## config.mk

```make
export PLATFORM = sky130hd
export DESIGN_NAME = alu_seq_flat
export DESIGN_NICKNAME = d
export VERILOG_FILES = /design/src/rtl/alu_pkg.sv /design/src/rtl/alu_seq_if.sv /design/src/rtl/alu_seq_mul.sv /design/src/rtl/alu_seq.sv /design/src/flat_wrapper.sv
export SDC_FILE = /design/constraint.sdc
export NUM_CORES = 1
export LEC_CHECK = 0
export ABC_AREA = 1
export CORE_MARGIN = 5
export CORE_UTILIZATION = 50
export CTS_BUF_LIST = sky130_fd_sc_hd__clkbuf_2
export DETAILED_ROUTE_END_ITERATION = 6
export PLACE_DENSITY_LB_ADDON = 0.08
export RECOVER_POWER = 100
export REMOVE_ABC_BUFFERS = 1
export SLEW_MARGIN = 20
export SYNTH_ARGS = -nofsm -noshare
export SYNTH_HDL_FRONTEND = slang
export SYNTH_SLANG_ARGS = --single-unit
```

## constraint.sdc

```tcl
create_clock -name clk -period 3.1 [get_ports clk]
set_input_delay 0.465 -clock clk [delete_from_list [all_inputs] [get_ports clk]]
set_output_delay 0.465 -clock clk [all_outputs]
set_load 0.03 [all_outputs]
```

## src/rtl/alu_pkg.sv

```systemverilog
// Shared opcode and state definitions for the sequential ALU.
// Imported by the ALU top, its multiplier core and the bench.
package alu_pkg;

  localparam logic [3:0] OP_AND  = 4'h0;
  localparam logic [3:0] OP_ADD  = 4'h1;
  localparam logic [3:0] OP_LDA  = 4'h2;
  localparam logic [3:0] OP_CMA  = 4'h3;
  localparam logic [3:0] OP_CIR  = 4'h4;
  localparam logic [3:0] OP_CIL  = 4'h5;
  localparam logic [3:0] OP_TAC  = 4'h6;
  localparam logic [3:0] OP_NOP  = 4'h7;
  localparam logic [3:0] OP_SUB  = 4'h8;
  localparam logic [3:0] OP_OR   = 4'h9;
  localparam logic [3:0] OP_XOR  = 4'hA;
  localparam logic [3:0] OP_INC  = 4'hB;
  localparam logic [3:0] OP_CLE  = 4'hC;
  localparam logic [3:0] OP_CME  = 4'hD;
  localparam logic [3:0] OP_MUL  = 4'hE;
  localparam logic [3:0] OP_NOP2 = 4'hF;

  typedef enum logic {
    S_IDLE = 1'b0,
    S_MUL  = 1'b1
  } state_t;

endpackage

```

## src/rtl/alu_seq_if.sv

```systemverilog
// Control-unit handshake and result bus of the sequential ALU.
// master drives requests, slave is the ALU.
interface alu_seq_if #(
  parameter int W = 16
) ();

  logic         start;
  logic [3:0]   op_select;
  logic [W-1:0] AC_input;
  logic [W-1:0] DR_input;
  logic         busy;
  logic         done;
  logic [W-1:0] ALU_out;
  logic         E;
  logic         CO;
  logic         OVF;
  logic         N;
  logic         Z;

  modport master (
    output start, op_select, AC_input, DR_input,
    input  busy, done, ALU_out, E, CO, OVF, N, Z
  );

  modport slave (
    input  start, op_select, AC_input, DR_input,
    output busy, done, ALU_out, E, CO, OVF, N, Z
  );

endinterface

```

## src/rtl/alu_seq_mul.sv

```systemverilog
// Iterative shift-add multiplier core, one partial product per step.
// prod includes the current step's addend so the last step is visible.
module alu_seq_mul
  import alu_pkg::*;
#(
  parameter int W = 16
) (
  input  logic           clk,
  input  logic           rst,
  input  logic           load,
  input  logic [W-1:0]   a,
  input  logic [W-1:0]   b,
  input  logic           step,
  output logic [2*W-1:0] prod,
  output logic           last
);

  localparam int CW = $clog2(W);
  localparam logic [CW-1:0] CNT_LAST = CW'(W - 1);

  logic [2*W-1:0] acc;
  logic [2*W-1:0] mcand;
  logic [W-1:0]   mplier;
  logic [CW-1:0]  cnt;

  always_ff @(posedge clk) begin
    if (rst) begin
      acc    <= '0;
      mcand  <= '0;
      mplier <= '0;
      cnt    <= '0;
    end else if (load) begin
      acc    <= '0;
      mcand  <= {{W{1'b0}}, a};
      mplier <= b;
      cnt    <= '0;
    end else if (step) begin
      acc    <= prod;
      mcand  <= mcand << 1;
      mplier <= mplier >> 1;
      if (!last) cnt <= cnt + 1'b1;
    end
  end

  assign prod = acc + (mplier[0] ? mcand : '0);
  assign last = (cnt == CNT_LAST);

endmodule

```

## src/rtl/alu_seq.sv

```systemverilog
// Registered multi-cycle ALU with internal E flip-flop.
// Single-cycle ops finish next edge; MUL iterates W steps.
module alu_seq
  import alu_pkg::*;
#(
  parameter int W = 16
) (
  input  logic   clk,
  input  logic   rst,
  alu_seq_if.slave bus
);

  state_t state;
  state_t state_nx;

  logic [W-1:0] ac;
  logic [W-1:0] dr;
  logic [W:0]   sum_add;
  logic [W:0]   sum_sub;
  logic [W:0]   sum_inc;

  logic [W-1:0] sc_res;
  logic         sc_e;
  logic         sc_co;
  logic         sc_ovf;

  logic [W-1:0] nx_res;
  logic         nx_e;
  logic         nx_co;
  logic         nx_ovf;
  logic         wr;

  logic           mul_load;
  logic           mul_step;
  logic           mul_last;
  logic [2*W-1:0] mul_prod;

  logic [W-1:0] out_q;
  logic         e_q;
  logic         co_q;
  logic         ovf_q;
  logic         done_q;

  assign ac = bus.AC_input;
  assign dr = bus.DR_input;

  assign sum_add = {1'b0, ac} + {1'b0, dr};
  assign sum_sub = {1'b0, ac} + {1'b0, ~dr}
                 + {{W{1'b0}}, 1'b1};
  assign sum_inc = {1'b0, ac} + {{W{1'b0}}, 1'b1};

  always_comb begin
    sc_res = '0;
    sc_e   = e_q;
    sc_co  = 1'b0;
    sc_ovf = 1'b0;
    unique case (bus.op_select)
      OP_AND: sc_res = ac & dr;
      OP_ADD: begin
        sc_res = sum_add[W-1:0];
        sc_co  = sum_add[W];
        sc_e   = sum_add[W];
        sc_ovf = (ac[W-1] == dr[W-1])
              && (sum_add[W-1] != ac[W-1]);
      end
      OP_LDA: sc_res = dr;
      OP_CMA: sc_res = ~ac;
      OP_CIR: begin
        sc_res = {e_q, ac[W-1:1]};
        sc_e   = ac[0];
      end
      OP_CIL: begin
        sc_res = {ac[W-2:0], e_q};
        sc_e   = ac[W-1];
      end
      OP_TAC: sc_res = ac;
      OP_SUB: begin
        sc_res = sum_sub[W-1:0];
        sc_co  = sum_sub[W];
        sc_e   = sum_sub[W];
        sc_ovf = (ac[W-1] != dr[W-1])
              && (sum_sub[W-1] != ac[W-1]);
      end
      OP_OR:  sc_res = ac | dr;
      OP_XOR: sc_res = ac ^ dr;
      OP_INC: begin
        sc_res = sum_inc[W-1:0];
        sc_co  = sum_inc[W];
        sc_e   = sum_inc[W];
        // The implicit +1 operand is positive.
        sc_ovf = !ac[W-1] && sum_inc[W-1];
      end
      OP_CLE: begin
        sc_res = ac;
        sc_e   = 1'b0;
      end
      OP_CME: begin
        sc_res = ac;
        sc_e   = ~e_q;
      end
      OP_NOP, OP_MUL, OP_NOP2: sc_res = '0;
    endcase
  end

  always_ff @(posedge clk) begin
    if (rst) state <= S_IDLE;
    else     state <= state_nx;
  end

  always_comb begin
    state_nx = state;
    mul_load = 1'b0;
    mul_step = 1'b0;
    wr       = 1'b0;
    nx_res   = sc_res;
    nx_e     = sc_e;
    nx_co    = sc_co;
    nx_ovf   = sc_ovf;
    unique case (state)
      S_IDLE: begin
        if (bus.start) begin
          if (bus.op_select == OP_MUL) begin
            mul_load = 1'b1;
            state_nx = S_MUL;
          end else begin
            wr = 1'b1;
          end
        end
      end
      S_MUL: begin
        mul_step = 1'b1;
        if (mul_last) begin
          wr       = 1'b1;
          state_nx = S_IDLE;
          nx_res   = mul_prod[W-1:0];
          nx_e     = e_q;
          nx_co    = 1'b0;
          nx_ovf   = |mul_prod[2*W-1:W];
        end
      end
    endcase
  end

  always_ff @(posedge clk) begin
    if (rst) begin
      out_q  <= '0;
      e_q    <= 1'b0;
      co_q   <= 1'b0;
      ovf_q  <= 1'b0;
      done_q <= 1'b0;
    end else begin
      done_q <= wr;
      if (wr) begin
        out_q <= nx_res;
        e_q   <= nx_e;
        co_q  <= nx_co;
        ovf_q <= nx_ovf;
      end
    end
  end

  alu_seq_mul #(.W(W)) u_mul (
    .clk  (clk),
    .rst  (rst),
    .load (mul_load),
    .a    (ac),
    .b    (dr),
    .step (mul_step),
    .prod (mul_prod),
    .last (mul_last)
  );

  assign bus.busy    = (state == S_MUL);
  assign bus.done    = done_q;
  assign bus.ALU_out = out_q;
  assign bus.E       = e_q;
  assign bus.CO      = co_q;
  assign bus.OVF     = ovf_q;
  assign bus.N       = out_q[W-1];
  assign bus.Z       = (out_q == '0);

endmodule

```

## src/flat_wrapper.sv

```systemverilog
// flat-port wrapper written by rule: the top's interface ports become plain ports
module alu_seq_flat import alu_pkg::*;
#(
  parameter int W = 16
)
  (clk, rst, bus_start, bus_op_select, bus_AC_input, bus_DR_input, bus_busy, bus_done, bus_ALU_out, bus_E, bus_CO, bus_OVF, bus_N, bus_Z);
  alu_seq_if #(.W(W)) bus_i ();
  input  logic clk;
  input  logic rst;
  input wire logic [$bits(bus_i.start)-1:0] bus_start;
  input wire logic [$bits(bus_i.op_select)-1:0] bus_op_select;
  input wire logic [$bits(bus_i.AC_input)-1:0] bus_AC_input;
  input wire logic [$bits(bus_i.DR_input)-1:0] bus_DR_input;
  output wire logic [$bits(bus_i.busy)-1:0] bus_busy;
  output wire logic [$bits(bus_i.done)-1:0] bus_done;
  output wire logic [$bits(bus_i.ALU_out)-1:0] bus_ALU_out;
  output wire logic [$bits(bus_i.E)-1:0] bus_E;
  output wire logic [$bits(bus_i.CO)-1:0] bus_CO;
  output wire logic [$bits(bus_i.OVF)-1:0] bus_OVF;
  output wire logic [$bits(bus_i.N)-1:0] bus_N;
  output wire logic [$bits(bus_i.Z)-1:0] bus_Z;
  assign bus_i.start = bus_start;
  assign bus_i.op_select = bus_op_select;
  assign bus_i.AC_input = bus_AC_input;
  assign bus_i.DR_input = bus_DR_input;
  assign bus_busy = bus_i.busy;
  assign bus_done = bus_i.done;
  assign bus_ALU_out = bus_i.ALU_out;
  assign bus_E = bus_i.E;
  assign bus_CO = bus_i.CO;
  assign bus_OVF = bus_i.OVF;
  assign bus_N = bus_i.N;
  assign bus_Z = bus_i.Z;
  alu_seq #(.W(W)) u_core (.clk(clk), .rst(rst), .bus(bus_i));
endmodule
```

==> results.ini <==
[sta]
fin_ws_ps = 220
period_minus_slack_ps = 2880
maxSlewHeadroom = -0.0291
finalHoldViolations = 0
finalCritPeriodShare = 0.929
finalSetupViolations = 0
report.final.slew_viol_count = 79
setup_tns_ps = 0
fmax_ghz = 0.347
clock_skew_ps = 94.7
tightestPinTransition_ps = 1540

[setup_path]
worstSetupPathType = flop to flop
crit_chain = nand2_1 -> inv_1 -> ha_1 -> fa_2 -> nand3_1 -> nand3_2 -> nand2_1 -> nand3_1 -> nand3_2 -> nand3_1 -> nand2_1 -> nand2_1 -> nor2_2 -> nand3_2 -> nand2_1 -> a21oi_1
end_kind = flop
worstPathRequired_ps = 3630
arrival_ps = 3410
slowest_stage = dfxtp_1
crit_family = simple AND/OR/NAND/NOR gates
critPathMaxStageDelay_ps = 420
path_common_cell = nand2_1
start_kind = flop
path_buf_inv = 1
cp_max_fo = 4

[yosys]
syn_inst = 1735
yosysMostFrequentCell = nand2_1
synth_common_cells = 552 x nand2_1, 287 x inv_1, 133 x nor2_1
ys_top_cells_by_area = dfxtp_1 21%, nand2_1 20%, inv_1 11%
synth_top_area_cell = dfxtp_1
synth_cell_types = 50
synth_top_area_share = 0.206
yosys_warnings = 0
synth-async-reset-ratio = 0
synth_edf_count = 0
syn_avg_cell_area_sq_um = 5.89
ys_seq_area_frac = 0.206
synth_ff_type = dfxtp_1
synth.cell_area_sq_um = 10200
ys_seq_elements = 105

[global_route]
grt-ovfl-total = 0
antenna_found_initial = 2
grt_max_degree = 79
groute.usage.overall = 0.332
grt_pass1_vias = 10697
grt_pass1_wl_microns = 61400

[final_layout]
fin_nets = 1979
final_layout_size_suffix_gt1_frac = 0.0930
final_core_util = 0.585
n_fill_cell = 2074
areaGrowthSynthToFinish_pct = 15.6

[routing]
drc_errors = 0
routed_wl_microns = 40200
wire_per_inst_microns = 18.8
via_per_inst = 5.56
ant_nets = 0
drt_iter0_drc = 1305
drtPass1Iterations = 6
via_count = 11856

[die]
die_h_microns = 153
rows = 52
start_util = 0.506
dieArea_sq_um = 23400
core_area_sq_um = 20200
ios = 62
die_w_microns = 153

[min_path]
min-delay-path-class = primary input to flop

[cts]
clockBufferDepth = 2
ctsHoldBuffers = 0
root_buffer = clkbuf_2
h-tree-depth = 3
clock_sinks = 105
cts.clk_slew.worst_paths_ps = 400
cts_made_buffers = 9
clock_latency_ps = 690
cts_tree = yes

[place]
io_buffers = 61
dp_hpwl_microns = 32800
place_congestion = 1.04
dp_slack_ps = 1.67

[power]
p_leak_nw = 6.37
ir_drop_mv = 0.241
p_per_area_nw_per_um2 = 272

[outcome]
status = finished with violations
violations = max-capacitance violations, max-slew violations

[job]
cap_violations = 1

==> worst min-delay path: stages <==
cell and delay, ps:
clkdlybuf4s50_1 470, nand2_1 100, a21oi_1 50
==> cell type report <==
cell class,instances,area (sq um),area share
clock buffers,9,45.0,0.00381
inverters,310,1160,0.0985
clock inverters,7,86.3,0.00731
repair buffers,156,1320,0.111
multi-input cells,1273,6750,0.572
flip-flops and latches,105,2100,0.178
diodes,2,5.00,0.000424
well taps,270,338,0.0286
==> cell usage in the layout, fill, tap and decap left out, types with 17 or more instances in the layout <==
cell             Yosys  final
buf_4                5     92
ha_1                82     82
inv_1              287    290
dlygate4sd3_1        0     22
o22ai_1             28     28
dfxtp_1            105    103
clkdlybuf4s50_1      0     39
a21oi_1            104    103
o21ai_0             55     66
nor2_1             133    133
nand3_1            103     99
inv_2               23     20
nand4_1             17     17
nand2_1            552    552
o211ai_1            33     33
==> stage by stage <==
step / std cells / hold slack, ps / cell area [sq um] / power (mW)
floorplan: 1688 / 435 / 9990 / 1.97
global placement: 2114 / 451 / 11700 / 2.47
detailed placement: 2114 / 458 / 11700 / 2.47
CTS: 2130 / 354 / 11800 / 3.20
global route: 2132 / 315 / 11800 / 3.37
finish: 2132 / 374 / 11800 / 3.21
==> metal layers <==
metal | global-route usage | vias to the layer above | routed length, microns
met5 | 0 | - | 0
met4 | 0.0662 | 0 | 753
met1 | 0.496 | 5396 | 18200
li1 | - | 5832 | -
met3 | 0.104 | 45 | 5100
met2 | 0.470 | 583 | 16100
==> flip-flops by register name, indices dropped and copies added (netlist names), 4 cells and up <==
| name | count |
|---|---|
| u_core.bus.ALU_out | 16 |
| u_core.u_mul.acc | 32 |
| u_core.u_mul.mplier | 16 |
| u_core.u_mul.cnt | 4 |
| u_core.u_mul.mcand | 32 |
==> report_power, final <==
| part | switching (mW) | internal [mW] | leakage, nW | total (mW) |
|---|---|---|---|---|
| Clock | 0.582 | 0.151 | 0.0799 | 0.733 |
| Sequential | 0.0357 | 1.39 | 0.851 | 1.43 |
| Combinational | 0.674 | 0.374 | 5.44 | 1.05 |
==> timing repair <==
action	CTS	global route
setup buffers	0	0
gates resized for setup	0	11
endpoints found under the setup margin	0	1
==> worst paths after layout <==
check                      endpoint  slack [ps]                    from  cells past startpoint
max reg2reg          u_core.bus.OVF         220   u_core.u_mul.mcand[0]                     16
max                  u_core.bus.OVF         220   u_core.u_mul.mcand[0]                     16
min           u_core.u_mul.mcand[0]         370         bus_AC_input[0]                      3
min reg2reg  u_core.u_mul.mcand[31]         430  u_core.u_mul.mcand[30]                      2
==> kinds of logic after synthesis <==
logic type	Yosys count	synth area share
XOR/XNOR	19	0.0163
adder cells (fa/ha/maj)	85	0.106
flip-flops	105	0.206
buffers and inverters	357	0.135
AND/OR/NAND/NOR	866	0.357
AO/OA/AOI/OAI	303	0.180
Note: power is estimated with default switching activity, not from simulation.
